## src/rtl/mem_stage_ctrl_if.sv

```systemverilog
// MEM stage request bus between the EXE/MEM register and the data-memory
// controller: read/write enables, byte address, store data, load result, ready.
interface mem_stage_ctrl_if;
    logic        rd_en;
    logic        wr_en;
    logic [31:0] address;
    logic [31:0] write_data;
    logic [31:0] read_data;
    logic        ready;

    modport master (
        output rd_en, wr_en, address, write_data,
        input  read_data, ready
    );

    modport slave (
        input  rd_en, wr_en, address, write_data,
        output read_data, ready
    );
endinterface

```

## src/rtl/mem_stage_ctrl.sv

```systemverilog
// MEM stage data-memory controller: splits each 32-bit access into two 16-bit
// SRAM phases with wait states. Optional read-hit shortcut: MEM_CTRL_READ_HIT_EN.
module mem_stage_ctrl #(
    parameter int BASE_ADDR   = 1024,
    parameter int WAIT_CYCLES = 3,
    parameter int SRAM_AW     = 18
) (
    input  logic               i_clk,
    input  logic               i_rst,
    mem_stage_ctrl_if.slave    bus,
    output logic [SRAM_AW-1:0] o_sram_addr,
    output logic [15:0]        o_sram_wdata,
    input  logic [15:0]        i_sram_rdata,
    output logic               o_sram_we_n,
    output logic               o_sram_oe_n
);

    localparam int CW = (WAIT_CYCLES > 1) ? $clog2(WAIT_CYCLES) : 1;
    localparam logic [CW-1:0] LAST = CW'(WAIT_CYCLES - 1);
    localparam logic [31:0] BASE = 32'(BASE_ADDR);

    typedef enum logic [2:0] {
        S_IDLE, S_WR_LO, S_WR_HI, S_RD_LO, S_RD_HI, S_DONE
    } state_t;

    state_t r_state;
    state_t w_next;

    logic [CW-1:0]      r_cnt;
    logic [31:0]        r_read_data;
    logic [SRAM_AW-1:0] r_addr_hold;
    logic [15:0]        r_wdata_hold;

    logic [31:0]        w_diff;
    logic [SRAM_AW-2:0] w_word;
    logic               w_phase;
    logic               w_last;
    logic               w_ready;
    logic               w_hit;
    logic               w_unused;

    // Halfword address: low half at even SRAM address, high half at odd.
    assign w_diff   = bus.address - BASE;
    assign w_word   = w_diff[SRAM_AW:2];
    assign w_unused = ^{w_diff[31:SRAM_AW+1], w_diff[1:0]};

    assign w_phase = (r_state == S_WR_LO) || (r_state == S_WR_HI) ||
                     (r_state == S_RD_LO) || (r_state == S_RD_HI);
    assign w_last  = w_phase && (r_cnt == LAST);

`ifdef MEM_CTRL_READ_HIT_EN
    logic [SRAM_AW-2:0] r_last_word;
    logic               r_hit_valid;

    assign w_hit = r_hit_valid && (w_word == r_last_word);

    // Remember the last completed read word; any write invalidates it.
    always_ff @(posedge i_clk) begin
        if (i_rst) begin
            r_hit_valid <= 1'b0;
            r_last_word <= '0;
        end else if (r_state == S_IDLE && bus.wr_en) begin
            r_hit_valid <= 1'b0;
        end else if (r_state == S_RD_HI && w_last) begin
            r_hit_valid <= 1'b1;
            r_last_word <= w_word;
        end
    end
`else
    assign w_hit = 1'b0;
`endif

    // State register.
    always_ff @(posedge i_clk) begin
        if (i_rst) r_state <= S_IDLE;
        else       r_state <= w_next;
    end

    // Next state and ready; write wins over read in IDLE.
    always_comb begin
        w_next  = r_state;
        w_ready = 1'b0;
        unique case (r_state)
            S_IDLE: begin
                w_ready = ~(bus.rd_en | bus.wr_en);
                if (bus.wr_en)      w_next = S_WR_LO;
                else if (bus.rd_en) w_next = w_hit ? S_DONE : S_RD_LO;
            end
            S_WR_LO: if (w_last) w_next = S_WR_HI;
            S_WR_HI: if (w_last) w_next = S_DONE;
            S_RD_LO: if (w_last) w_next = S_RD_HI;
            S_RD_HI: if (w_last) w_next = S_DONE;
            S_DONE: begin
                w_ready = 1'b1;
                w_next  = S_IDLE;
            end
            default: w_next = S_IDLE;
        endcase
    end

    // SRAM pins follow the phase; address/data hold outside phases.
    always_comb begin
        o_sram_addr  = r_addr_hold;
        o_sram_wdata = r_wdata_hold;
        o_sram_we_n  = 1'b1;
        o_sram_oe_n  = 1'b1;
        unique case (1'b1)
            (r_state == S_WR_LO): begin
                o_sram_addr  = {w_word, 1'b0};
                o_sram_wdata = bus.write_data[15:0];
                o_sram_we_n  = 1'b0;
            end
            (r_state == S_WR_HI): begin
                o_sram_addr  = {w_word, 1'b1};
                o_sram_wdata = bus.write_data[31:16];
                o_sram_we_n  = 1'b0;
            end
            (r_state == S_RD_LO): begin
                o_sram_addr = {w_word, 1'b0};
                o_sram_oe_n = 1'b0;
            end
            (r_state == S_RD_HI): begin
                o_sram_addr = {w_word, 1'b1};
                o_sram_oe_n = 1'b0;
            end
            default: ;
        endcase
    end

    // Wait counter, hold registers and load-data capture.
    always_ff @(posedge i_clk) begin
        if (i_rst) begin
            r_cnt        <= '0;
            r_read_data  <= '0;
            r_addr_hold  <= '0;
            r_wdata_hold <= '0;
        end else begin
            r_addr_hold  <= o_sram_addr;
            r_wdata_hold <= o_sram_wdata;
            if (w_phase && !w_last) r_cnt <= r_cnt + 1'b1;
            else                    r_cnt <= '0;
            if (r_state == S_RD_LO && w_last)
                r_read_data[15:0] <= i_sram_rdata;
            if (r_state == S_RD_HI && w_last)
                r_read_data[31:16] <= i_sram_rdata;
        end
    end

    assign bus.ready     = w_ready;
    assign bus.read_data = r_read_data;

endmodule

```

## src/flat_wrapper.sv

```systemverilog
// flat-port wrapper written by rule: the top's interface ports become plain ports
module mem_stage_ctrl_flat 
#(
    parameter int BASE_ADDR   = 1024,
    parameter int WAIT_CYCLES = 3,
    parameter int SRAM_AW     = 18
)
  (i_clk, i_rst, o_sram_addr, o_sram_wdata, i_sram_rdata, o_sram_we_n, o_sram_oe_n, bus_rd_en, bus_wr_en, bus_address, bus_write_data, bus_read_data, bus_ready);
  mem_stage_ctrl_if bus_i ();
  input  logic i_clk;
  input  logic i_rst;
  output logic [SRAM_AW-1:0] o_sram_addr;
  output logic [15:0] o_sram_wdata;
  input  logic [15:0] i_sram_rdata;
  output logic o_sram_we_n;
  output logic o_sram_oe_n;
  input wire logic [$bits(bus_i.rd_en)-1:0] bus_rd_en;
  input wire logic [$bits(bus_i.wr_en)-1:0] bus_wr_en;
  input wire logic [$bits(bus_i.address)-1:0] bus_address;
  input wire logic [$bits(bus_i.write_data)-1:0] bus_write_data;
  output wire logic [$bits(bus_i.read_data)-1:0] bus_read_data;
  output wire logic [$bits(bus_i.ready)-1:0] bus_ready;
  assign bus_i.rd_en = bus_rd_en;
  assign bus_i.wr_en = bus_wr_en;
  assign bus_i.address = bus_address;
  assign bus_i.write_data = bus_write_data;
  assign bus_read_data = bus_i.read_data;
  assign bus_ready = bus_i.ready;
  mem_stage_ctrl #(.BASE_ADDR(BASE_ADDR), .WAIT_CYCLES(WAIT_CYCLES), .SRAM_AW(SRAM_AW)) u_core (.i_clk(i_clk), .i_rst(i_rst), .bus(bus_i), .o_sram_addr(o_sram_addr), .o_sram_wdata(o_sram_wdata), .i_sram_rdata(i_sram_rdata), .o_sram_we_n(o_sram_we_n), .o_sram_oe_n(o_sram_oe_n));
endmodule
```

## config.mk

```make
export PLATFORM = sky130hd
export DESIGN_NAME = mem_stage_ctrl_flat
export DESIGN_NICKNAME = d
export VERILOG_FILES = /design/src/rtl/mem_stage_ctrl_if.sv /design/src/rtl/mem_stage_ctrl.sv /design/src/flat_wrapper.sv
export SDC_FILE = /design/constraint.sdc
export NUM_CORES = 1
export LEC_CHECK = 0
export CAP_MARGIN = 20
export CORE_AREA = 2 2 88 90
export DETAILED_ROUTE_END_ITERATION = 12
export DIE_AREA = 0 0 90 92
export MAX_ROUTING_LAYER = met4
export PLACE_DENSITY = 0.84
export SLEW_MARGIN = 15
export SYNTH_ARGS = -nofsm -noshare
export SYNTH_HDL_FRONTEND = slang
export SYNTH_SLANG_ARGS = --single-unit
```

## constraint.sdc

```tcl
create_clock -name i_clk -period 4.7 [get_ports i_clk]
set_clock_uncertainty 0.05 [all_clocks]
set_input_delay 0.94 -clock i_clk [delete_from_list [all_inputs] [get_ports i_clk]]
set_output_delay 0.94 -clock i_clk [all_outputs]
set_load 0.005 [all_outputs]
```

# Word-level counts from Yosys, hierarchy flattened
# Index checks and enable logic that the tools add are counted.
[word_totals]
regBits = 71
in_bits = 84
output_inout_bits = 69
wordCells = 47
[op_classes]
n_addsub = 2
eq_ne = 10
mux = 11
bitwise_logic = 3
reduce_logical = 15
[op_table]
columns = ["operator", "n"]
rows = [
  ["18-bit case mux with 2 select lines", 1],
  ["16-bit case mux with 2 select lines", 1],
  ["19-bit by 11-bit subtractor with 19-bit output (second input constant)", 1],
  ["3-bit two-way mux", 5],
  ["3-bit case mux with 4 select lines", 1],
  ["2-bit OR reduction", 5],
  ["3-bit by 2-bit == test with 1-bit output (second input constant)", 2],
  ["3-bit == test (second input constant)", 2],
  ["2-bit by 1-bit != test with 1-bit output (second input constant)", 3],
  ["1-bit logical AND", 4],
  ["4-bit AND reduction", 1],
  ["3-bit by 1-bit == test with 1-bit output (second input constant)", 1],
  ["3-bit zero test", 1],
  ["1-bit logical OR", 3],
  ["3-bit != test (second input constant)", 1],
  ["2-bit by 1-bit adder with 2-bit output (second input constant)", 1],
  ["2-bit == test (second input constant)", 1],
  ["1-bit two-way mux", 2],
  ["1-bit inverter", 2],
  ["1-bit case mux with 2 select lines", 1],
  ["1-bit zero test", 1],
  ["1-bit bitwise OR", 1],
]

# Longest topological paths before layout
# Gate-level depths: netlist of run 1.
[logic_depth]
ltp_word = 9
depth_mapped = 8
ltp_nobuf = 5

# Least setup slack after synthesis of run 1
# Ideal clock, no wire load.
[synth_timing]
path_type = "input to output"
startpoint = "input bus_address[10]"
endpoint = "output o_sram_addr[15]"
t_arrival_ns = 2.186
t_required_ns = 3.710
path_slack_ns = 1.524
cell_stages = 5
n_path_buf = 0
cell_sequence = "inv_1 > ha_1 > or3b_1 > or4_1 > a31oi_1"
[synth_between]
elab_chain_len = 2
[synth_lines]
columns = ["element", "line", "rtl"]
rows = [
  ["start: declaration", "flat_wrapper.sv:19", "input wire logic [$bits(bus_i.address)-1:0] bus_address;"],
  ["19-bit by 11-bit subtractor with 19-bit output", "mem_stage_ctrl.sv:43", "assign w_diff = bus.address - BASE;"],
  ["18-bit case mux with 2 select lines", "mem_stage_ctrl.sv:107", "unique case (1'b1)"],
  ["end: declaration", "flat_wrapper.sv:12", "output logic [SRAM_AW-1:0] o_sram_addr;"],
]
# No other way between the ends.

# Final worst setup path of run 1
# Ends and elaborated chain as after synthesis.

==> results of run 1 <==
## worst max-delay path: stages
cell             delay (ns)
clkdlybuf4s50_1        0.43
inv_1                  0.09
ha_1                   0.18
or3b_1                 0.44
or4_1                  0.47
a31oi_1                0.18
clkdlybuf4s50_1        0.51
## per-layer routing
layer	track usage (%)	vias up	wire [microns]
met5	-	-	0
met4	8.33	0	176
met3	5.34	16	435
met2	36.4	109	4450
met1	22.2	1560	3530
li1	-	1625	-
## state kept, by name, summed over array words and instances (netlist names)
name,cells
u_core.r_state,3
u_core.r_wdata_hold,16
u_core.r_addr_hold,18
u_core.bus.read_data,32
u_core.r_cnt,2
## worst max path at each step
stage	from	to	slack (ns)	depth (start not counted)
6_report	bus_address[10]	o_sram_addr[15]	0.46	7
5_1_grt	bus_address[10]	o_sram_addr[15]	0.36	7
4_1_cts	bus_address[10]	o_sram_addr[15]	0.45	7
3_5_place_dp	bus_address[10]	o_sram_addr[15]	0.45	7
3_3_place_gp	bus_address[10]	o_sram_addr[15]	0.52	7
2_1_floorplan	bus_address[10]	o_sram_addr[15]	1.52	5
## per-stage QoR
step / worst slack (ns) / cells
after detailed placement: 0.453 / 595
after CTS: 0.455 / 611
after global placement: 0.524 / 595
after floorplan: 1.52 / 390
after global routing: 0.360 / 611
final: 0.461 / 611
## final cells by class
cell class | instances | area (sq um)
Clock inverter | 6 | 108
Fill cell | 663 | 2740
Multi-Input combinational cell | 277 | 1500
Inverter | 4 | 15.0
Timing Repair Buffer | 141 | 1400
Sequential cell | 71 | 1420
Clock buffer | 10 | 138
Tap cell | 102 | 128
## logic make-up after synthesis
group	count (synthesis)
flops	71
buf+inv	42
xor+xnor	4
compound gates	153
simple gates	118
fa+ha+maj	2
## cells in the final DEF, fill, tap and decap left out, types with 3 or more instances in the layout
cell / netlist / final
o22ai_1: 16 / 16
o21ai_0: 7 / 7
a311oi_1: 4 / 4
nand3_1: 10 / 10
or3_1: 4 / 4
nor4_1: 3 / 3
nand2_1: 77 / 77
nand2b_1: 4 / 4
bufinv_16: 0 / 3
a31oi_1: 4 / 4
clkdlybuf4s50_1: 0 / 136
dfxtp_1: 71 / 71
buf_4: 0 / 4
inv_1: 3 / 3
o21ai_1: 6 / 6
nor2_1: 5 / 5
nor3_1: 4 / 4
a211oi_1: 18 / 18
a21oi_1: 88 / 88
clkbuf_8: 0 / 10
## power breakdown
part           internal (uW)  switching (uW)
Combinational            246             184
Sequential               647            22.6
Clock                    365             221
Total                   1260             428
==> results.env, run 1 <==
RR_WORST_DEPTH=3
POST_CTS_RESIZED=0
CP_DATA_REQUIRED_TIME_NS=3.71
TIMING_WORST_SETUP_PATH_TYPE='primary input to output pin'
POSTCTSSETUPREPAIRBUFS=0
FIN_UTIL_PCT=63.2
CRIT_PATH_END_KIND='output pin'
FINAL-HOLD-VIOLATION-COUNT=0
FINALSETUPTNS_NS=0
DESIGN.DIE.AREA_SQ_UM=8280
PLACEMENTROWS=32
SYNTH_AREA_LEADER_CELL='dfxtp_1'
POST_SYNTHESIS_CELL_COUNT=390
CLK_ROOT_BUFFER_CELL='clkbuf_8'
SYNTH-WARNING-COUNT=0
SYNTH_TOP_CELLS_BY_AREA='dfxtp_1 46%, a21oi_1 14%, nand2_1 9.4%'
WORSTREG2REGSTART='u_core.r_state[1]'
GPL.FINAL_WEIGHTED_CONGESTION=0.736
POWER_DENSITY_nW_PER_UM2=358
VIAS_IN_THE_FIRST_GLOBAL_ROUTE=3005
POST-DP-HPWL_MICRONS=6000
LEAK_PWR_uW=0.00164
DOMINANTREGCELLSYNTH='dfxtp_1'
WORST_SKEW_PAIR.LATE_LATENCY_NS=0.33
YOSYS.AREA_SHARE.XOR_XNOR_PCT=1.38
VIAS_POST_DR=3310
STATUS='completed'
SETUP.REG_TO_REG.WORST_SLACK_NS=2.67
POWER_uW=1690
TIMING_MAX_TRANSITION_VIOLATIONS_FINAL=0
FINALINSTANCEAREA_SQ_UM=4700
SYNTHTOPCELLSBYCOUNT='88 x a21oi_1, 77 x nand2_1, 71 x dfxtp_1, 23 x clkbuf_1, 18 x a211oi_1'
SYNTH-EDFF-COUNT=0
PLACEDINSTANCEAREA_SQ_UM=4460
MAXIMUM_NET_FANOUT_ON_THE_CRITICAL_PATH=5
FLOORPLAN.IO_PINS=153
SYNTH.TOP_CELL.AREA_SHARE_PCT=46.0
TIGHTEST_SLEW_NS=0.789
SYNTH_MOST_COMMON_CELL='a21oi_1'
LAYOUT-AREA-OVERHEAD-VS-SYNTH_PCT=52.3
NETS=590
GRT_ANTENNA_BEFORE_REPAIR=0
WORST_IR_DROP_VDD_V=0.000209
FINALCRITPERIODSHARE_PCT=90.2
CTS_TREE='built'
R2R-END='u_core.r_wdata_hold[15]'
TIMING.HOLD.WORST.CLASS='flop to flop'
POST_CTS_HOLD_BUFFERS=0
WORST_SLEW_MARGIN_REL_PCT=47.1
DOMINANT_COMBINATIONAL_CELL_FAMILY_BY_AREA_AFTER_SYNTHESIS='compound AO/OA/AOI/OAI gates'
POSTSYNTHREGISTERBITS=71
POSTROUTEWIRELENGTH_MICRONS=8590
WORST_SETUP_PATH_START_KIND='primary input'
IO_BUFFER_COUNT=137
MIN_PATH_CELLS=1
GRT_OVERFLOW_TOTAL=0
SYNTH.DISTINCT_CELLS=42
POST_DRT_VIA_CELL_RATIO=5.42
CTS-HTREE-LEVELS=3
GRT_FIRST_PASS_WIRELENGTH_MICRONS=13700
SYN-MEAN-INSTANCE-AREA_SQ_UM=7.92
DIE_H_MICRONS=92
FINAL_ANTENNA_NET_COUNT=0
SYNTH_SIMPLE_GATE_AREA_SHARE_PCT=17.5
CORE_REGION_AREA_SQ_UM=7450
PATH_CLK_SLEW_NS=0.07
CP_DATA_ARRIVAL_TIME_NS=3.25
WHS_NS=0.372
SYN-NUM-NETS=476
MAXIMUM_NUMBER_OF_PINS_ON_ONE_NET_BEFORE_GLOBAL_ROUTE_REPAIR=72
EFFECTIVE_UTILIZATION_AT_FLOORPLAN_PCT=41.5
UNREPAIRED_SETUP_ENDPOINTS_AFTER_GLOBAL_ROUTING='false'
CLOCKBUFFERDEPTH=2
CAP_VIOLATIONS=0
POST-ROUTE-DRC-COUNT=0
GROUTE.USAGE.OVERALL_PCT=20.7
ROUTE.DETAILED.WL_PER_INST_MICRONS=14.1
CLK_SINKS=71
NETLIST_AREA_SQ_UM=3090
MIN_FROM='u_core.r_cnt[0]'
DRT_FIRST_PASS_ITERS=5
DIE_W_MICRONS=90
MAX_FREQ_MHz=236
SYNTH-ASYNC-RESET-RATIO_PCT=0
SYNTHMUXAREASHARE_PCT=0
COUNT_OF_ROUTING_VIOLATIONS_AFTER_THE_OPENING_DETAILED_ROUTE_ITERATION=119
CTS_MADE_BUFFERS=9
SYNTH-COMPOUND-AREA-SHARE_PCT=28.6
HOLD-PATH-ENDPOINT='u_core.r_cnt[0]'
ANTENNA-DIODE-COUNT=0
FINAL_SETUP_VIOLATION_COUNT=0
SYNTH.YOSYS.SEQ_AREA_SHARE_PCT=46.0
DRIVE_ABOVE_1_SHARE_PCT=4.91
SYNTH-ADDER-AREA-SHARE_PCT=0.810
MIN_PERIOD_NS=4.24
No activity file was read; power rests on OpenSTA's default activity.
==> inputs of run 2 (changes only) <==
- PLACE_DENSITY: 0.84 -> 0.91
==> results.env, run 2 (synthesis results as in run 1) <==
STATUS='completed'
CP_DATA_ARRIVAL_TIME_NS=3.26
CLK_ROOT_BUFFER_CELL='clkbuf_8'
WORST_SETUP_PATH_START_KIND='primary input'
LARGEST_REG_FLOPS=32
GRT_ANTENNA_BEFORE_REPAIR=0
WORST_SKEW_PAIR.LATE_LATENCY_NS=0.32
POST_CTS_RESIZED=0
MAX_FREQ_MHz=235
FLOORPLAN.IO_PINS=153
POST_DRT_VIA_CELL_RATIO=5.36
MOST-COMMON-LAYOUT-CELLS='136 x clkdlybuf4s50_1, 88 x a21oi_1, 77 x nand2_1'
VIAS_IN_THE_FIRST_GLOBAL_ROUTE=3044
FINAL_SETUP_VIOLATION_COUNT=0
POST_CTS_HOLD_BUFFERS=0
GRT_OVERFLOW_TOTAL=0
ANTENNA-DIODE-COUNT=0
GPL.FINAL_WEIGHTED_CONGESTION=0.788
POWER_DENSITY_nW_PER_UM2=350
IO_BUFFER_COUNT=137
CTS-HTREE-LEVELS=3
PATH_CLK_SLEW_NS=0.07
DRT_FIRST_PASS_ITERS=4
MIN_PERIOD_NS=4.25
DIE_H_MICRONS=92
EFFECTIVE_UTILIZATION_AT_FLOORPLAN_PCT=41.5
FINALCRITPERIODSHARE_PCT=90.4
DESIGN.DIE.AREA_SQ_UM=8280
MAXIMUM_NUMBER_OF_PINS_ON_ONE_NET_BEFORE_GLOBAL_ROUTE_REPAIR=72
WHS_NS=0.368
POSTROUTEWIRELENGTH_MICRONS=8820
WORST_IR_DROP_VDD_V=0.000173
TIMING_WORST_SETUP_PATH_TYPE='primary input to output pin'
TIGHTEST_SLEW_NS=0.795
FINAL_ANTENNA_NET_COUNT=0
DIE_W_MICRONS=90
WORST_SLEW_MARGIN_REL_PCT=46.9
TIMING_MAX_TRANSITION_VIOLATIONS_FINAL=0
CLOCKBUFFERDEPTH=2
CAP_VIOLATIONS=0
GROUTE.USAGE.OVERALL_PCT=21.2
GRT_FIRST_PASS_WIRELENGTH_MICRONS=14200
MAXIMUM_NET_FANOUT_ON_THE_CRITICAL_PATH=5
FINALSETUPTNS_NS=0
LEAK_PWR_uW=0.00163
LAYOUT-AREA-OVERHEAD-VS-SYNTH_PCT=51.5
FINAL-HOLD-VIOLATION-COUNT=0
CRIT_PATH_END_KIND='output pin'
DRIVE_ABOVE_1_SHARE_PCT=4.53
POSTCTSSETUPREPAIRBUFS=0
CLK_SINKS=71
UNREPAIRED_SETUP_ENDPOINTS_AFTER_GLOBAL_ROUTING='false'
POST-ROUTE-DRC-COUNT=0
FINAL_COMMON_CELL='clkdlybuf4s50_1'
ROUTE.DETAILED.WL_PER_INST_MICRONS=14.5
CTS_MADE_BUFFERS=9
CORE_REGION_AREA_SQ_UM=7450
CP_DATA_REQUIRED_TIME_NS=3.71
CTS_TREE='built'
TIMING.HOLD.WORST.CLASS='flop to flop'
COUNT_OF_ROUTING_VIOLATIONS_AFTER_THE_OPENING_DETAILED_ROUTE_ITERATION=124
NETS=589
POST-DP-HPWL_MICRONS=6230
VIAS_POST_DR=3267
PLACEMENTROWS=32
run 2: worst max-delay path, cell delays in order:
cell and delay (ns):
clkdlybuf4s50_1 0.44, inv_1 0.09, ha_1 0.17, or3b_1 0.44, or4_1 0.47, a31oi_1 0.18
clkdlybuf4s50_1 0.52
run 2: power by group:
group	switching [uW]	total, uW	internal, uW
sequential	23.4	670	647
clock	207	535	328
combinational	188	434	246
run 2: through the flow:
| step | utilization, % | std cells | total power, uW | setup WS (ns) | area [sq um] |
|---|---|---|---|---|---|
| 5_1_grt | 62.8 | 610 | 1720 | 0.358 | 4680 |
| 6_report | 62.8 | 610 | 1640 | 0.453 | 4680 |
| 3_3_place_gp | 59.8 | 594 | 1100 | 0.513 | 4450 |
| 4_1_cts | 62.8 | 610 | 1650 | 0.469 | 4680 |
| 2_1_floorplan | - | 390 | 872 | 1.52 | 3090 |
| 3_5_place_dp | 59.8 | 594 | 1110 | 0.469 | 4450 |
run 2: metal layers:
metal  global-route usage [%]  up-vias  part of all wire, %
met1                     24.7     1528                   42
met2                     36.6      105                   52
met3                     3.86        8                  4.5
li1                         -     1626                    -
met4                     7.82        0                  1.1
met5                        -        -                    0
run 2: layout make-up:
class                   count  area [sq um]
fillers                   637          2770
multi-input cells         277          1500
flip-flops and latches     71          1420
repair buffers            140          1390
clock buffers              13           159
well taps                 102           128
clock inverters             3          65.1
inverters                   4          15.0
run 2: worst paths after layout:
check,start,endpoint,slack [ns],cells past startpoint
setup / recovery,bus_address[10],o_sram_addr[15],0.45,7
hold / removal,u_core.r_cnt[0],u_core.r_cnt[0],0.37,1
setup reg to reg,u_core.r_state[0],u_core.r_wdata_hold[9],2.57,3
hold reg to reg,u_core.r_cnt[0],u_core.r_cnt[0],0.37,1
